===== config.mk =====
export PLATFORM = sky130hd
export DESIGN_NAME = control_sequencer
export DESIGN_NICKNAME = d
export VERILOG_FILES = /design/src/rtl/control_sequencer.sv
export SDC_FILE = /design/constraint.sdc
export NUM_CORES = 1
export LEC_CHECK = 0
export ABC_AREA = 1
export CAP_MARGIN = 20
export CORE_MARGIN = 2
export CORE_UTILIZATION = 39
export DETAILED_ROUTE_END_ITERATION = 8
export HOLD_SLACK_MARGIN = 0.08
export PLACE_DENSITY = 0.7
export SLEW_MARGIN = 40
export SYNTH_ARGS = -nofsm -noshare
export SYNTH_HDL_FRONTEND = slang
export SYNTH_SLANG_ARGS = --single-unit

===== constraint.sdc =====
create_clock -name Clock -period 2.5 [get_ports Clock]
set_input_delay 0.5 -clock Clock [delete_from_list [all_inputs] [get_ports Clock]]
set_output_delay 0.5 -clock Clock [all_outputs]
set_load 0.01 [all_outputs]

===== src/rtl/control_sequencer.sv =====
// Hardwired Moore controller for the register-ALU datapath: fetch in T0-T2, execute in T3-T6.
// Control strobes are a decode of the state register and IR; an instruction counter and a sticky memory-timeout flag are kept alongside.
module control_sequencer #(
  parameter int unsigned CNT_W       = 16,
  parameter int unsigned MEM_TIMEOUT = 15
) (
  input  logic             Clock,
  input  logic             clear,
  input  logic [31:0]      IR,
  input  logic             MemReady,
  output logic             PCout,
  output logic             Zlowout,
  output logic             Zhighout,
  output logic             MDRout,
  output logic             MARin,
  output logic             PCin,
  output logic             MDRin,
  output logic             IRin,
  output logic             Yin,
  output logic             Zin,
  output logic             HIin,
  output logic             LOin,
  output logic             IncPC,
  output logic             Read,
  output logic [15:0]      Rout,
  output logic [15:0]      Rin,
  output logic [3:0]       operation,
  output logic             Run,
  output logic             ill_op,
  output logic             mem_err,
  output logic [CNT_W-1:0] instr_cnt
);

  typedef enum logic [3:0] {
    S_RST, S_T0, S_T1, S_T2, S_T3, S_T4, S_T5, S_T6, S_HALTED
  } state_t;

  typedef enum logic [2:0] {
    C_BIN, C_MULDIV, C_UNARY, C_NOP, C_ILL, C_HALT
  } class_t;

  localparam logic [7:0] WAIT_LAST = 8'(MEM_TIMEOUT - 1);

  state_t     state, state_next;
  class_t     cls;
  logic [7:0] wait_cnt, wait_next;
  logic [3:0] alu_op;
  logic       mem_err_set, instr_done;
  logic [4:0] op;
  logic [3:0] ra, rb, rc;
  logic       unused_ir;

  assign op        = IR[31:27];
  assign ra        = IR[26:23];
  assign rb        = IR[22:19];
  assign rc        = IR[18:15];
  assign unused_ir = ^IR[14:0];

  function automatic logic [15:0] onehot(input logic [3:0] n);
    return 16'(1) << n;
  endfunction

  always_comb begin
    cls    = C_ILL;
    alu_op = 4'd0;
    case (op)
      5'b00011: begin cls = C_BIN;    alu_op = 4'd1;  end
      5'b00100: begin cls = C_BIN;    alu_op = 4'd2;  end
      5'b00101: begin cls = C_BIN;    alu_op = 4'd3;  end
      5'b00110: begin cls = C_BIN;    alu_op = 4'd4;  end
      5'b00111: begin cls = C_BIN;    alu_op = 4'd5;  end
      5'b01000: begin cls = C_BIN;    alu_op = 4'd6;  end
      5'b01001: begin cls = C_BIN;    alu_op = 4'd7;  end
      5'b01010: begin cls = C_BIN;    alu_op = 4'd8;  end
      5'b01110: begin cls = C_MULDIV; alu_op = 4'd9;  end
      5'b01111: begin cls = C_MULDIV; alu_op = 4'd10; end
      5'b10000: begin cls = C_UNARY;  alu_op = 4'd11; end
      5'b10001: begin cls = C_UNARY;  alu_op = 4'd12; end
      5'b11010: cls = C_NOP;
      5'b11011: cls = C_HALT;
      default:  cls = C_ILL;
    endcase
  end

  always_ff @(posedge Clock) begin
    if (clear) begin
      state     <= S_RST;
      wait_cnt  <= '0;
      mem_err   <= 1'b0;
      instr_cnt <= '0;
    end else begin
      state    <= state_next;
      wait_cnt <= wait_next;
      if (mem_err_set) mem_err <= 1'b1;
      if (instr_done)  instr_cnt <= instr_cnt + CNT_W'(1);
    end
  end

  always_comb begin
    state_next  = state;
    wait_next   = wait_cnt;
    mem_err_set = 1'b0;
    instr_done  = 1'b0;
    PCout = 1'b0; Zlowout = 1'b0; Zhighout = 1'b0; MDRout = 1'b0;
    MARin = 1'b0; PCin = 1'b0; MDRin = 1'b0; IRin = 1'b0;
    Yin = 1'b0; Zin = 1'b0; HIin = 1'b0; LOin = 1'b0;
    IncPC = 1'b0; Read = 1'b0;
    Rout = '0; Rin = '0; operation = '0;
    Run = 1'b1; ill_op = 1'b0;
    case (state)
      S_RST: state_next = S_T0;
      S_T0: begin
        PCout = 1'b1; MARin = 1'b1; IncPC = 1'b1; Zin = 1'b1;
        wait_next  = '0;
        state_next = S_T1;
      end
      S_T1: begin
        Zlowout = 1'b1; PCin = 1'b1; Read = 1'b1; MDRin = 1'b1;
        if (MemReady) begin
          wait_next  = '0;
          state_next = S_T2;
        end else begin
          wait_next = wait_cnt + 8'd1;
          if (wait_cnt == WAIT_LAST) begin
            mem_err_set = 1'b1;
            state_next  = S_HALTED;
          end
        end
      end
      S_T2: begin
        MDRout = 1'b1; IRin = 1'b1;
        state_next = S_T3;
      end
      S_T3: begin
        state_next = S_T4;
        case (cls)
          C_BIN:    begin Rout = onehot(rb); Yin = 1'b1; end
          C_MULDIV: begin Rout = onehot(ra); Yin = 1'b1; end
          C_UNARY:  begin Rout = onehot(rb); operation = alu_op; Zin = 1'b1; end
          C_HALT:   begin instr_done = 1'b1; state_next = S_HALTED; end
          C_ILL:    begin ill_op = 1'b1; instr_done = 1'b1; state_next = S_T0; end
          default:  begin instr_done = 1'b1; state_next = S_T0; end
        endcase
      end
      S_T4: begin
        state_next = S_T0;
        case (cls)
          C_BIN:    begin Rout = onehot(rc); operation = alu_op; Zin = 1'b1; state_next = S_T5; end
          C_MULDIV: begin Rout = onehot(rb); operation = alu_op; Zin = 1'b1; state_next = S_T5; end
          C_UNARY: begin
            // R0 is hardwired read-only, so its load strobe is masked off
            Zlowout = 1'b1; Rin = onehot(ra) & 16'hFFFE; instr_done = 1'b1;
          end
          default: ;
        endcase
      end
      S_T5: begin
        Zlowout    = 1'b1;
        state_next = S_T0;
        if (cls == C_MULDIV) begin
          LOin = 1'b1; state_next = S_T6;
        end else begin
          Rin = onehot(ra) & 16'hFFFE; instr_done = 1'b1;
        end
      end
      S_T6: begin
        Zhighout = 1'b1; HIin = 1'b1; instr_done = 1'b1;
        state_next = S_T0;
      end
      S_HALTED: Run = 1'b0;
      default:  state_next = S_RST;
    endcase
  end

endmodule


=== Yosys cells after proc, flatten, opt, wreduce, memory -nomap -nowiden ===
Cells that the tools add are included.

* Memories: 0
* Logic and storage cells: 89
* Bits of input ports: 35
* Bits in writable memories: 0
* Bits in latches: 0
* Memory bits (read-only): 0
* Output and inout bits: 69
* Flip-flop bits (word level): 29

* $add $sub $neg: 2
* $mul: 0
* Reduce and logical (&&, ||, !) cells: 12
* Shift operators: 3
* Div/mod/pow operators: 0
* Bitwise gates (word level): 1
* Multiplexer cells: 39
* Eq/ne operators: 28
* $lt $le $gt $ge: 0

{| class="wikitable"
|+ Operator list
! kind !! count
|-
| $pmux W16 S2 || 4
|-
| $pmux W4 S12 || 1
|-
| $shl A1 B4 Y16 const A || 3
|-
| $mux W16 || 2
|-
| $pmux W4 S8 || 1
|-
| $eq A5 B4 Y1 const B || 5
|-
| $eq A5 B3 Y1 const B || 4
|-
| $eq A5 B5 Y1 const B || 4
|-
| $mux W1 || 17
|-
| $add A16 B1 Y16 const B || 1
|-
| $eq A4 B3 Y1 const B || 4
|-
| $mux W4 || 4
|-
| $pmux W4 S2 || 2
|-
| $pmux W8 S2 || 1
|-
| $pmux W3 S5 || 1
|-
| $reduce_or A2 Y1 || 6
|-
| $add A8 B1 Y8 const B || 1
|-
| $eq A4 B2 Y1 const B || 2
|-
| $eq A8 B4 Y1 const B || 1
|-
| $mux W8 || 1
|-
| $reduce_or A8 Y1 || 1
|-
| $eq A3 B3 Y1 const B || 2
|-
| $mux W3 || 2
|-
| $eq A5 B2 Y1 const B || 1
|-
| 14 further kinds || 14
|}

=== Logic depth before layout (Yosys ltp) ===
Gate-level depths: netlist of run 1.

* Depth in word-level cells: 7
* Gate-level depth with buffers: 11
* Mapped depth without buffers: 11

=== Least setup slack after synthesis of run 1 ===
Ideal clock, no wire load.

* Path type: input to output
* Start: input IR[31]
* End: output Rout[5]
* Cell stages on the path: 11
* Slack: 0.385 ns
* Required time: 2.000 ns
* Path buffers: 2
* Arrival: 1.615 ns
* Cell sequence: buf_4 > nor2_1 > nand2_1 > nand2_1 > nor3_2 > nand3_2 > buf_6 > nand2_1 > o21ai_1 > nand2_1 > nand2_1

* Longest elaborated chain between the ends: 7
* Elaborated cells between the ends (all ways): 25
* Those cells by class: eq/ne: 16; mux: 4; reduce/logical: 5

{| class="wikitable"
|+ RTL lines
! item !! line !! source
|-
| start: declaration || 9 || <nowiki>input logic [31:0] IR,</nowiki>
|-
| $eq A5 B4 Y1 (tied with other cells) || 66 || <nowiki>case (op)</nowiki>
|-
| $reduce_or A8 Y1 (no line) or $reduce_or A2 Y1 (tied branches) || n/a ||
|-
| $pmux W3 S5 * || 66 ||
|-
| $eq A3 B2 Y1 or $logic_not A3 Y1 (tied branches) || 136, 147 ||
|-
| $reduce_or A2 Y1 (no line) || n/a ||
|-
| $pmux W16 S2 || 136 || <nowiki>case (cls)</nowiki>
|-
| $pmux W16 S2 * || 110 || <nowiki>case (state)</nowiki>
|-
| end: declaration || 25 || <nowiki>output logic [15:0] Rout,</nowiki>
|}

Mark *: on every way between the ends. The rest lies on a longest branch, timed or not.

=== Worst setup path after layout of run 1 ===
* Start: input IR[29]
* End: output Rout[0]

Same word-level chain as after synthesis.

==> results of run 1 <==
[sequential cells by signal (all words and copies together), names as in the netlist]
| signal | flops |
|---|---|
| instr_cnt | 16 |
| mem_err | 1 |
| state | 4 |
| wait_cnt | 8 |
[per-layer routing]
metal,GRT usage (%),wire [um]
met2,43.4,5320
met5,0,0
met1,32.3,4890
met4,8.45,335
met3,3.85,722
[final timing paths]
kind	startpoint	endpoint	slack (ps)	depth (start not counted)
worst min register to register	mem_err$_SDFFE_PP0P_	mem_err$_SDFFE_PP0P_	480	2
worst max-delay path	IR[29]	Rout[0]	70	14
worst max register to register	instr_cnt[0]$_SDFFE_PP0P_	instr_cnt[12]$_SDFFE_PP0P_	580	9
worst min-delay path	mem_err$_SDFFE_PP0P_	mem_err$_SDFFE_PP0P_	480	2
[what timing repair did]
| item | 4_1_cts | 5_1_grt |
|---|---|---|
| hold buffers | 0 | 0 |
| buffers inserted | 4 | 5 |
| gates cloned | 0 | 1 |
| pin swaps | 6 | 6 |
| resized for setup | 113 | 61 |
| setup endpoints to repair | 40 | 40 |
[kinds of logic (layout without fill, tap and decap cells)]
| logic type | count (synthesis) | count (layout) |
|---|---|---|
| AND/OR/NAND/NOR | 352 | 352 |
| buffers and inverters | 98 | 249 |
| AO/OA/AOI/OAI | 63 | 63 |
| flip-flops | 29 | 29 |
| XOR/XNOR | 13 | 13 |
| adder cells (fa/ha/maj) | 3 | 3 |
| other | 1 | 1 |
[where the power goes]
part | switching, mW | internal, mW
Combinational | 0.377 | 0.291
Clock | 0.171 | 0.218
Sequential | 0.0285 | 0.481
Total | 0.577 | 0.990
[critical path: stages]
cell and delay (ps):
buf_2 140, inv_2 100, nor2_4 50, nand2_2 80, nand2_2 70, nor3_4 240
buf_6 140, nand2_4 80, buf_6 150, nand3_1 70, nand2_1 60, nand2_1 60
nand2_1 60, buf_2 140
[cells in the final DEF (no fill, tap or decap), types with 18 or more instances in the layout]
master and instances:
a21oi_1 22, buf_2 18, buf_4 79, clkdlybuf4s50_1 39
dfxtp_1 29, dlygate4sd2_1 19, inv_1 58, nand2_1 146
nand3_1 47, nand4_1 19, nor2_1 70
[metrics by stage]
stage,cell area (um^2),cells
floorplan,3150,559
global placement,4550,795
detailed placement,4550,795
CTS,4620,806
global route,4770,812
finish,4770,812
[layout make-up]
class	count	area share, %
Clock buffer	7	1.81
Inverter	71	5.82
Timing Repair Buffer	171	30.4
Tap cell	102	2.67
Multi-Input combinational cell	432	47.1
Sequential cell	29	12.2
==> flow_summary.rst, run 1 <==
.. list-table::
   :header-rows: 1

   * - Metric
     - Value
   * - Min-Delay Path Class
     - register to register
   * - Pwr Total
     - 1.57 mW
   * - Post-synth top area cell
     - dfxtp_1
   * - Worst Path Arrival
     - 1930 ps
   * - Weighted congestion at the end of routability-driven global placement
     - 0.918
   * - Yosys warning count
     - 0
   * - Slew of the pin with the lowest slew margin
     - 513 ps
   * - First-pass GRT wire length
     - 18200 um
   * - Core outline area
     - 7770 um^2
   * - Number of antenna violations at the first check in global routing
     - 0
   * - Post-Syn Area
     - 3150 um^2
   * - Minimum period implied by the final worst setup slack
     - 2430 ps
   * - Adder-cell share of the synthesized area
     - 1.19%
   * - Clock tree skew after final layout
     - 2.35 ps
   * - Detailed-route vias per instance
     - 5.14
   * - Synth Area in Compound Gates
     - 11.7%
   * - Area Overhead vs Synth
     - 51.8%
   * - Post-DP HPWL
     - 8650 um
   * - CP endpoint kind
     - output port
   * - Portion of the clock cycle consumed by the worst path in the final layout
     - 97.4%
   * - Flip-flop and latch count after synthesis
     - 29
   * - Required time at the worst-slack endpoint
     - 2000 ps
   * - Prevailing post-synth register cell
     - dfxtp_1
   * - Inserted Clock Buffers
     - 5
   * - Fmax
     - 411 MHz
   * - Avg Synthesized Cell Area
     - 5.63 um^2
   * - Fraction of the yosys area taken by sequential cells
     - 18.5%
   * - Overall die area
     - 8800 um^2
   * - Fill cells
     - 742
   * - Maximum number of pins on one net before global-route repair
     - 19
   * - IO Count
     - 104
   * - Sequential Area
     - 581 um^2
   * - Main combinational cell family by area after synthesis
     - simple AND/OR/NAND/NOR gates
   * - Share of cells above drive strength 1
     - 26.1%
   * - Synth top cells by count
     - 152 x nand2_1, 82 x nor2_1, 60 x inv_1
   * - PortBufs
     - 87
   * - Max rail drop VDD
     - 333 uV
   * - DRT iter0 DRCs
     - 187
   * - Total global-route track usage
     - 25.3%
   * - Post-synthesis simple-gate area fraction
     - 50.8%
   * - Total iterations of the first detailed-routing run
     - 5
   * - Clock Path Buffers
     - 2
   * - P per Cell Area
     - 328 nW/um^2
   * - Remaining design rule violation count
     - 0
   * - Final-report max-slew violation count
     - 0
   * - Static Leakage
     - 2.25 nW
   * - Total negative setup slack
     - 0 ps
   * - Total gr overflow
     - 0
   * - Number of nets at the end of the flow
     - 748
   * - Core Util, Final
     - 61.5%
   * - Post-Synth XOR/XNOR Area
     - 3.62%
   * - Detailed-route wire length per cell
     - 13.9 um
   * - Number of global-route vias before repair
     - 3926
   * - Synthesized netlist net count
     - 597
   * - Die H
     - 93.8 um
   * - Routed vias
     - 4177
   * - Hold violation total from the final report
     - 0
   * - Kind of start point of the critical path
     - input pin
   * - Post-synth EDFFs
     - 0
   * - Clock Pin Slew Worst Setup and Hold Paths
     - 60 ps
   * - Top cell type's share of synthesized area
     - 18.5%
   * - Cell with the most instances after synthesis
     - nand2_1
   * - Pre-CTS setup slack
     - -748 ps
   * - Area taken by multi-input logic gates
     - 2250 um^2
   * - Worst hold-check slack
     - 485 ps
   * - Main area contributors after synthesis
     - dfxtp_1 18%, nand2_1 18%, nor2_1 9.8%
   * - Max_slew headroom
     - 65.6%
   * - Setup Viol. Count Final
     - 0
   * - Maximum capacitance violations
     - 0
   * - Share of synthesized area spent on multiplexers
     - 0%
   * - Setup repair after global routing missed its margin
     - true
   * - Clock latency on the worst-skew pair
     - 280 ps
   * - Crit path setup slack, layout
     - 65.2 ps
   * - Maximum fanout encountered on the critical timing path
     - 8
   * - Effective utilization at floorplan
     - 40.5%
   * - H-tree lvl count
     - 2
   * - Placement Rows
     - 32
   * - Floorplan die width
     - 93.8 um
   * - Cells after Synth
     - 559
   * - Kind of critical path
     - input pin to output port
   * - Number of antenna-violating nets in the routed design
     - 0
   * - CTS tree
     - built
   * - Final wirelength
     - 11300 um
   * - Sinks on the clock net
     - 29
   * - Async set or reset register ratio after synthesis
     - 0%
   * - Status
     - finished clean
   * - Clock root buffer master
     - clkbuf_8
   * - Antenna diodes
     - 0
   * - Number of distinct standard cells referenced by the synthesized netlist
     - 39
No activity file was read; power rests on OpenSTA's default activity.
==> run 2: changes to the inputs <==
TNS_END_PERCENT = 5   (was unset)
==> flow_summary.rst, run 2 (synthesis gave the netlist of run 1 again) <==
.. list-table::
   :header-rows: 1

   * - Metric
     - Value
   * - Clock latency on the worst-skew pair
     - 280 ps
   * - Reg-to-reg critical path startpoint
     - instr_cnt[0]$_SDFFE_PP0P_
   * - Placement Rows
     - 32
   * - Largest registers
     - instr_cnt: 16 flops, wait_cnt: 8 flops, state: 4 flops
   * - Die H
     - 93.8 um
   * - Family with the most delay on the worst path
     - simple AND/OR/NAND/NOR gates
   * - Total global-route track usage
     - 25.3%
   * - Number of flip-flops in the largest register
     - 16
   * - Final wirelength
     - 11200 um
   * - CP endpoint kind
     - output port
   * - Flop-to-flop setup slack
     - 580 ps
   * - Depth of the worst register-to-register path
     - 9
   * - GRT met1 Usage
     - 32.4%
   * - Register share of total power
     - 32.6%
   * - Met2 track utilization from global routing
     - 43.6%
   * - Worst Path Arrival
     - 1970 ps
   * - Worst hold-check slack
     - 485 ps
   * - Number of antenna violations at the first check in global routing
     - 0
   * - Total iterations of the first detailed-routing run
     - 5
   * - Share of cells above drive strength 1
     - 24.4%
   * - Total gr overflow
     - 0
   * - Core outline area
     - 7770 um^2
   * - Relative contribution of the clock network to total power
     - 25.1%
   * - Antenna diodes
     - 0
   * - Number of buffer and inverter instances along the worst setup path
     - 5
   * - Critical Path Max Stage Delay
     - 270 ps
   * - IO Count
     - 104
   * - Clock Pin Slew Worst Setup and Hold Paths
     - 60 ps
   * - Register containing the most flip-flops in the final layout
     - instr_cnt
   * - Minimum period implied by the final worst setup slack
     - 2470 ps
   * - Sinks on the clock net
     - 29
   * - Number of nets at the end of the flow
     - 744
   * - Highest-count cells in the layout ignoring fill and taps
     - 149 x nand2_1, 74 x buf_4, 72 x nor2_1
   * - Hold Path End
     - mem_err$_SDFFE_PP0P_
   * - Int Power
     - 0.989 mW
   * - First-pass GRT wire length
     - 18200 um
   * - Weighted congestion at the end of routability-driven global placement
     - 0.918
   * - Detailed-route vias per instance
     - 5.17
   * - Min-Delay Path Class
     - register to register
   * - Crit-path most repeated cell
     - nand2_1
   * - Switch share
     - 36.6%
   * - Clock tree skew after final layout
     - 3.04 ps
   * - Final-report max-slew violation count
     - 0
   * - Launch instance of the worst min-delay path
     - mem_err$_SDFFE_PP0P_
   * - Effective utilization at floorplan
     - 40.5%
   * - Clock Path Buffers
     - 2
   * - Overall die area
     - 8800 um^2
   * - Hold violation total from the final report
     - 0
   * - Net switching power
     - 0.571 mW
   * - Critical register-to-register path endpoint
     - instr_cnt[12]$_SDFFE_PP0P_
   * - Routed vias
     - 4176
   * - Setup Viol. Count Final
     - 0
   * - Remaining design rule violation count
     - 0
   * - P per Cell Area
     - 332 nW/um^2
   * - Kind of critical path
     - input pin to output port
   * - Slew of the pin with the lowest slew margin
     - 510 ps
   * - WHS Path Cells
     - 2
   * - Most common library cell in the layout ignoring fill and taps
     - nand2_1
   * - Detailed-route wire length per cell
     - 13.8 um
   * - DRT iter0 DRCs
     - 189
   * - Area Overhead vs Synth
     - 49.6%
   * - Fmax
     - 405 MHz
   * - Required time at the worst-slack endpoint
     - 2000 ps
   * - Total non-filler cell area in the finished layout
     - 4700 um^2
   * - Number of global-route vias before repair
     - 3900
   * - PortBufs
     - 87
   * - Slowest stage cell on the critical path
     - nor3_4
   * - Maximum number of pins on one net before global-route repair
     - 19
   * - Maximum capacitance violations
     - 0
   * - Max_slew headroom
     - 65.9%
   * - CTS tree
     - built
   * - Combinational share of power
     - 42.3%
   * - Floorplan die width
     - 93.8 um
   * - Inserted Clock Buffers
     - 5
   * - Static Leakage
     - 2.20 nW
   * - Core Util, Final
     - 60.6%
   * - Setup repair after global routing missed its margin
     - true
   * - Met3 routing resource usage after global routing
     - 3.69%
   * - Ordered list of cells on the worst path
     - buf_2, inv_2, nor2_4, nand3_2, inv_2, nor3_4, nand2_4, buf_4, nand3_1, nand2_1, nand2_1, nand2_1, clkdlybuf4s15_2
   * - Total cell area at the placement stage
     - 4550 um^2
   * - Post-DP HPWL
     - 8650 um
   * - GR peak layer
     - met2
   * - Pwr Total
     - 1.56 mW
   * - Portion of the clock cycle consumed by the worst path in the final layout
     - 98.8%
   * - Clock root buffer master
     - clkbuf_8
   * - Kind of start point of the critical path
     - input pin
   * - Max rail drop VDD
     - 332 uV
   * - Maximum fanout encountered on the critical timing path
     - 7
   * - Status
     - finished clean
   * - Number of antenna-violating nets in the routed design
     - 0
   * - H-tree lvl count
     - 2
==> run 2: layout make-up <==
cell class                 count  area, um^2
timing repair buffer         167        1420
sequential                    29         581
clock buffer                   7        86.3
fill                         764        3060
inverter                      71         269
multi-input combinational    432        2220
tap                          102         128
==> run 2: worst max-delay path by stage <==
stage                      start           end  slack [ps]  depth (start not counted)
after global placement    IR[31]  operation[3]        -850                         11
after global routing      IR[31]      Rout[14]         -70                         12
after CTS                 IR[20]       Rout[4]         -90                          9
final                     IR[30]      Rout[14]          30                         13
after floorplan           IR[31]       Rout[5]         390                         11
after detailed placement  IR[28]       Rout[8]        -750                         13
==> run 2: timing repair <==
| item | 4_1_cts | 5_1_grt |
|---|---|---|
| cloned | 0 | 1 |
| setup endpoints to repair | 40 | 29 |
| buffers inserted | 3 | 2 |
| resized for setup | 112 | 33 |
| pin swaps | 7 | 4 |
| hold buffers | 0 | 0 |
==> run 2: per-layer routing <==
layer / part of all wire, % / wire length (um)
met1: 44 / 4930
met2: 47 / 5230
met3: 6.0 / 674
met4: 2.9 / 318
met5: 0 / 0
==> run 2: worst min-delay path, delay by kind of cell (launching register included) <==
family | cells | cell delay (ps)
flops | 1 | 330
simple gates | 2 | 120
==> run 2: through the flow <==
| stage | TNS, ps | setup WS, ps | std cells |
|---|---|---|---|
| CTS | -285 | -85.2 | 805 |
| global placement | -26850 | -851 | 795 |
| floorplan | 0 | 385 | 559 |
| finish | 0 | 31.0 | 808 |
| detailed placement | -27980 | -748 | 795 |
| global route | -598 | -69.7 | 808 |
==> run 2: power groups by stage <==
stage / clock, mW / combinational [mW] / sequential [mW]
global route: 0.407 / 0.725 / 0.513
floorplan: 0 / 0.376 / 0.504
global placement: 0 / 0.624 / 0.518
finish: 0.391 / 0.660 / 0.509
CTS: 0.392 / 0.632 / 0.509
detailed placement: 0 / 0.624 / 0.519
==> run 3: changes to the inputs <==
CAP_MARGIN = 25   (was 20)
==> results of run 3 <==
Final layout, timing and power as in run 2 (identical DEF).
==> RTL change (config.mk and constraints of run 3) <==
Set the parameter `CNT_W` to 32 (it was 16).
--- a/src/rtl/control_sequencer.sv
+++ b/src/rtl/control_sequencer.sv
@@ -3,3 +3,3 @@
 module control_sequencer #(
-  parameter int unsigned CNT_W       = 16,
+  parameter int unsigned CNT_W       = 32,
   parameter int unsigned MEM_TIMEOUT = 15
Ports: changed (resized instr_cnt); port bits go from 104 to 120. The function was not compared with the original's and may differ.
==> RTL change against run 3 <==
Cell area is 34% higher. Final cell count is 34% higher. Sequential cell count is 16 higher. Power is 41% higher. Area after synthesis is 36% higher. Worst setup slack worse by 0.014 ns. Routed wire length is 31% higher. First-iteration DRC count is 93% higher. Critical path depth is 1 higher. Critical path type unchanged.
==> RTL change: results (changes against run 3) <==
| Metric | Value |
|---|---|
| Reg clk slew, reported paths | `0.09 ns (was 0.06 ns)` |
| Worst Clk Skew | `0.0112 ns (was 0.00304 ns)` |
| Vias in the first global route | `5097 (was 3900)` |
| Area contributors post-synth | `nand2_1, dfxtp_1, nor2_1 (was dfxtp_1, nand2_1, nor2_1)` |
| Worst-Margin Slew | `0.546 ns (was 0.510 ns)` |
| Nets@finish | `981 (was 744)` |
| Initial DRC count | `364 (was 189)` |
| Synth cell types | `41 (was 39)` |
| Post-Syn Nets | `798 (was 597)` |
| Crit path max fanout | `4 (was 7)` |
| Commonest cells in the synthesized netlist | `nand2_1, nor2_1, inv_1, nand4_1, a21oi_1 (was nand2_1, nor2_1, inv_1, nand3_1, dfxtp_1)` |
| Port Buf Inserts | `103 (was 87)` |
| Pin count of the biggest net entering global routing | `33 (was 19)` |
| Ys Warns | `0 (unchanged)` |
| Drt via density | `5.15 (was 5.17)` |
| Gr usage total | `25.0% (was 25.3%)` |
| Sequential area share after synthesis | `21.1% (was 18.5%)` |
| Mean Syn Cell Area | `5.62 um^2 (was 5.63 um^2)` |
| Worst skew pair latency | `0.30 ns (was 0.28 ns)` |
| Non-filler cells in the finished layout | `1084 (was 808)` |
| Share of layout cells above drive strength 1 | `22.9% (was 24.4%)` |
| Max incr delay on CP | `0.17 ns (was 0.27 ns)` |
| Ys async rst share | `0% (unchanged)` |
| Ys flop type | `dfxtp_1 (unchanged)` |
| Crit path max-delay family | `buffers and inverters (was simple AND/OR/NAND/NOR gates)` |
| Initial antenna violation count | `0 (unchanged)` |
| Clock Path Buffers | `2 (unchanged)` |
| Routability cong. | `1.03 (was 0.918)` |
| Fillers | `1119 (was 764)` |
| Routed wire length per instance | `13.5 um (was 13.8 um)` |
| Clock root cell | `clkbuf_8 (unchanged)` |
| Largest registers | `instr_cnt: 32 flops, wait_cnt: 8 flops, state: 4 flops (was instr_cnt: 16 flops, wait_cnt: 8 flops, state: 4 flops)` |
| Worst min path class | `reg -> reg (unchanged)` |
| Peak supply drop | `0.000362 V (was 0.000332 V)` |
| ANT cells | `0 (unchanged)` |
| Status | `finished clean (unchanged)` |
| Worst path slowest cell | `a21oi_2 (was nor3_4)` |
| Post-detail-place hpwl | `11400 um (was 8650 um)` |
| Crit path DAT | `1.98 ns` |
| First-pass GRT wire length | `24000 um (was 18200 um)` |
| Lkg Pwr | `2.62 nW (was 2.20 nW)` |
| Drt pass-1 iters | `6 (was 5)` |
## RTL change: cell count changes in the layout (fill, tap and decap cells not counted), moves of 15 or more
cell / delta
nor2_1: +23
a21oi_1: +26
buf_4: +31
dfxtp_1: +15
nand2_1: +93
nand4_1: +36
## RTL change: per-stage QoR
step	hold slack, ns	area, um^2	setup TNS, ns	setup WS [ns]
after global routing	0.508	6290	-0.540	-0.0820
after detailed placement	0.462	6030	-34.06	-0.802
after floorplan	0.472	4270	0	0.282
after CTS	0.486	6260	-0.405	-0.0754
after global placement	0.455	6030	-33.30	-0.777
final	0.483	6290	0	0.0173
## RTL change: path summary, 6_finish.rpt
kind,startpoint,endpoint,slack [ns],depth (start not counted)
worst max-delay path,IR[30],Rout[15],0.02,14
worst min-delay path,mem_err$_SDFFE_PP0P_,mem_err$_SDFFE_PP0P_,0.48,2
worst max register to register,instr_cnt[0]$_SDFFE_PP0P_,instr_cnt[16]$_SDFFE_PP0P_,0.59,7
worst min register to register,mem_err$_SDFFE_PP0P_,mem_err$_SDFFE_PP0P_,0.48,2
## RTL change: power breakdown
group | internal, mW | total, mW | switching, mW
registers | 0.739 | 0.758 | 0.0189
clock network | 0.397 | 0.653 | 0.256
logic | 0.344 | 0.795 | 0.450
## RTL change: cell families after synthesis
group	share of synthesized area [%]
AO/OA/AOI/OAI	10.6
adder cells (fa/ha/maj)	0.879
AND/OR/NAND/NOR	53.0
other	0.0878
buffers and inverters	11.2
flip-flops	21.1
XOR/XNOR	3.08
## RTL change: cell type report
type / count / area, um^2 / share of cell area, %
Timing Repair Buffer: 211 / 1730 / 27.6
Clock buffer: 5 / 68.8 / 1.09
Sequential cell: 45 / 902 / 14.3
Clock inverter: 3 / 65.1 / 1.03
Tap cell: 140 / 175 / 2.78
Multi-Input combinational cell: 608 / 3060 / 48.7
Timing Repair inverter: 1 / 7.51 / 0.119
Inverter: 71 / 278 / 4.41
## RTL change: routing by layer
layer / part of all wire [%] / vias to the layer above / GRT usage, %
li1: - / 2868 / -
met1: 45 / 2519 / 33.0
met2: 48 / 172 / 42.2
met3: 5.0 / 29 / 4.24
met4: 2.3 / 0 / 6.50
met5: 0 / - / 0
## RTL change: repair_timing
| item | 4_1_cts | 5_1_grt |
|---|---|---|
| setup buffers | 8 | 3 |
| setup endpoints to repair | 40 | 43 |
| gates resized for setup | 135 | 69 |
| gates cloned | 2 | 0 |
| pin swaps | 7 | 6 |
## RTL change: worst register-to-register path, cell delays in order, from the launching register on
cell and delay [ns]:
dfxtp_1 0.51, ha_1 0.38, nand2_1 0.12, nor2_1 0.35, nand3_1 0.16, xor2_1 0.16, nand2_1 0.06, a21oi_1 0.11
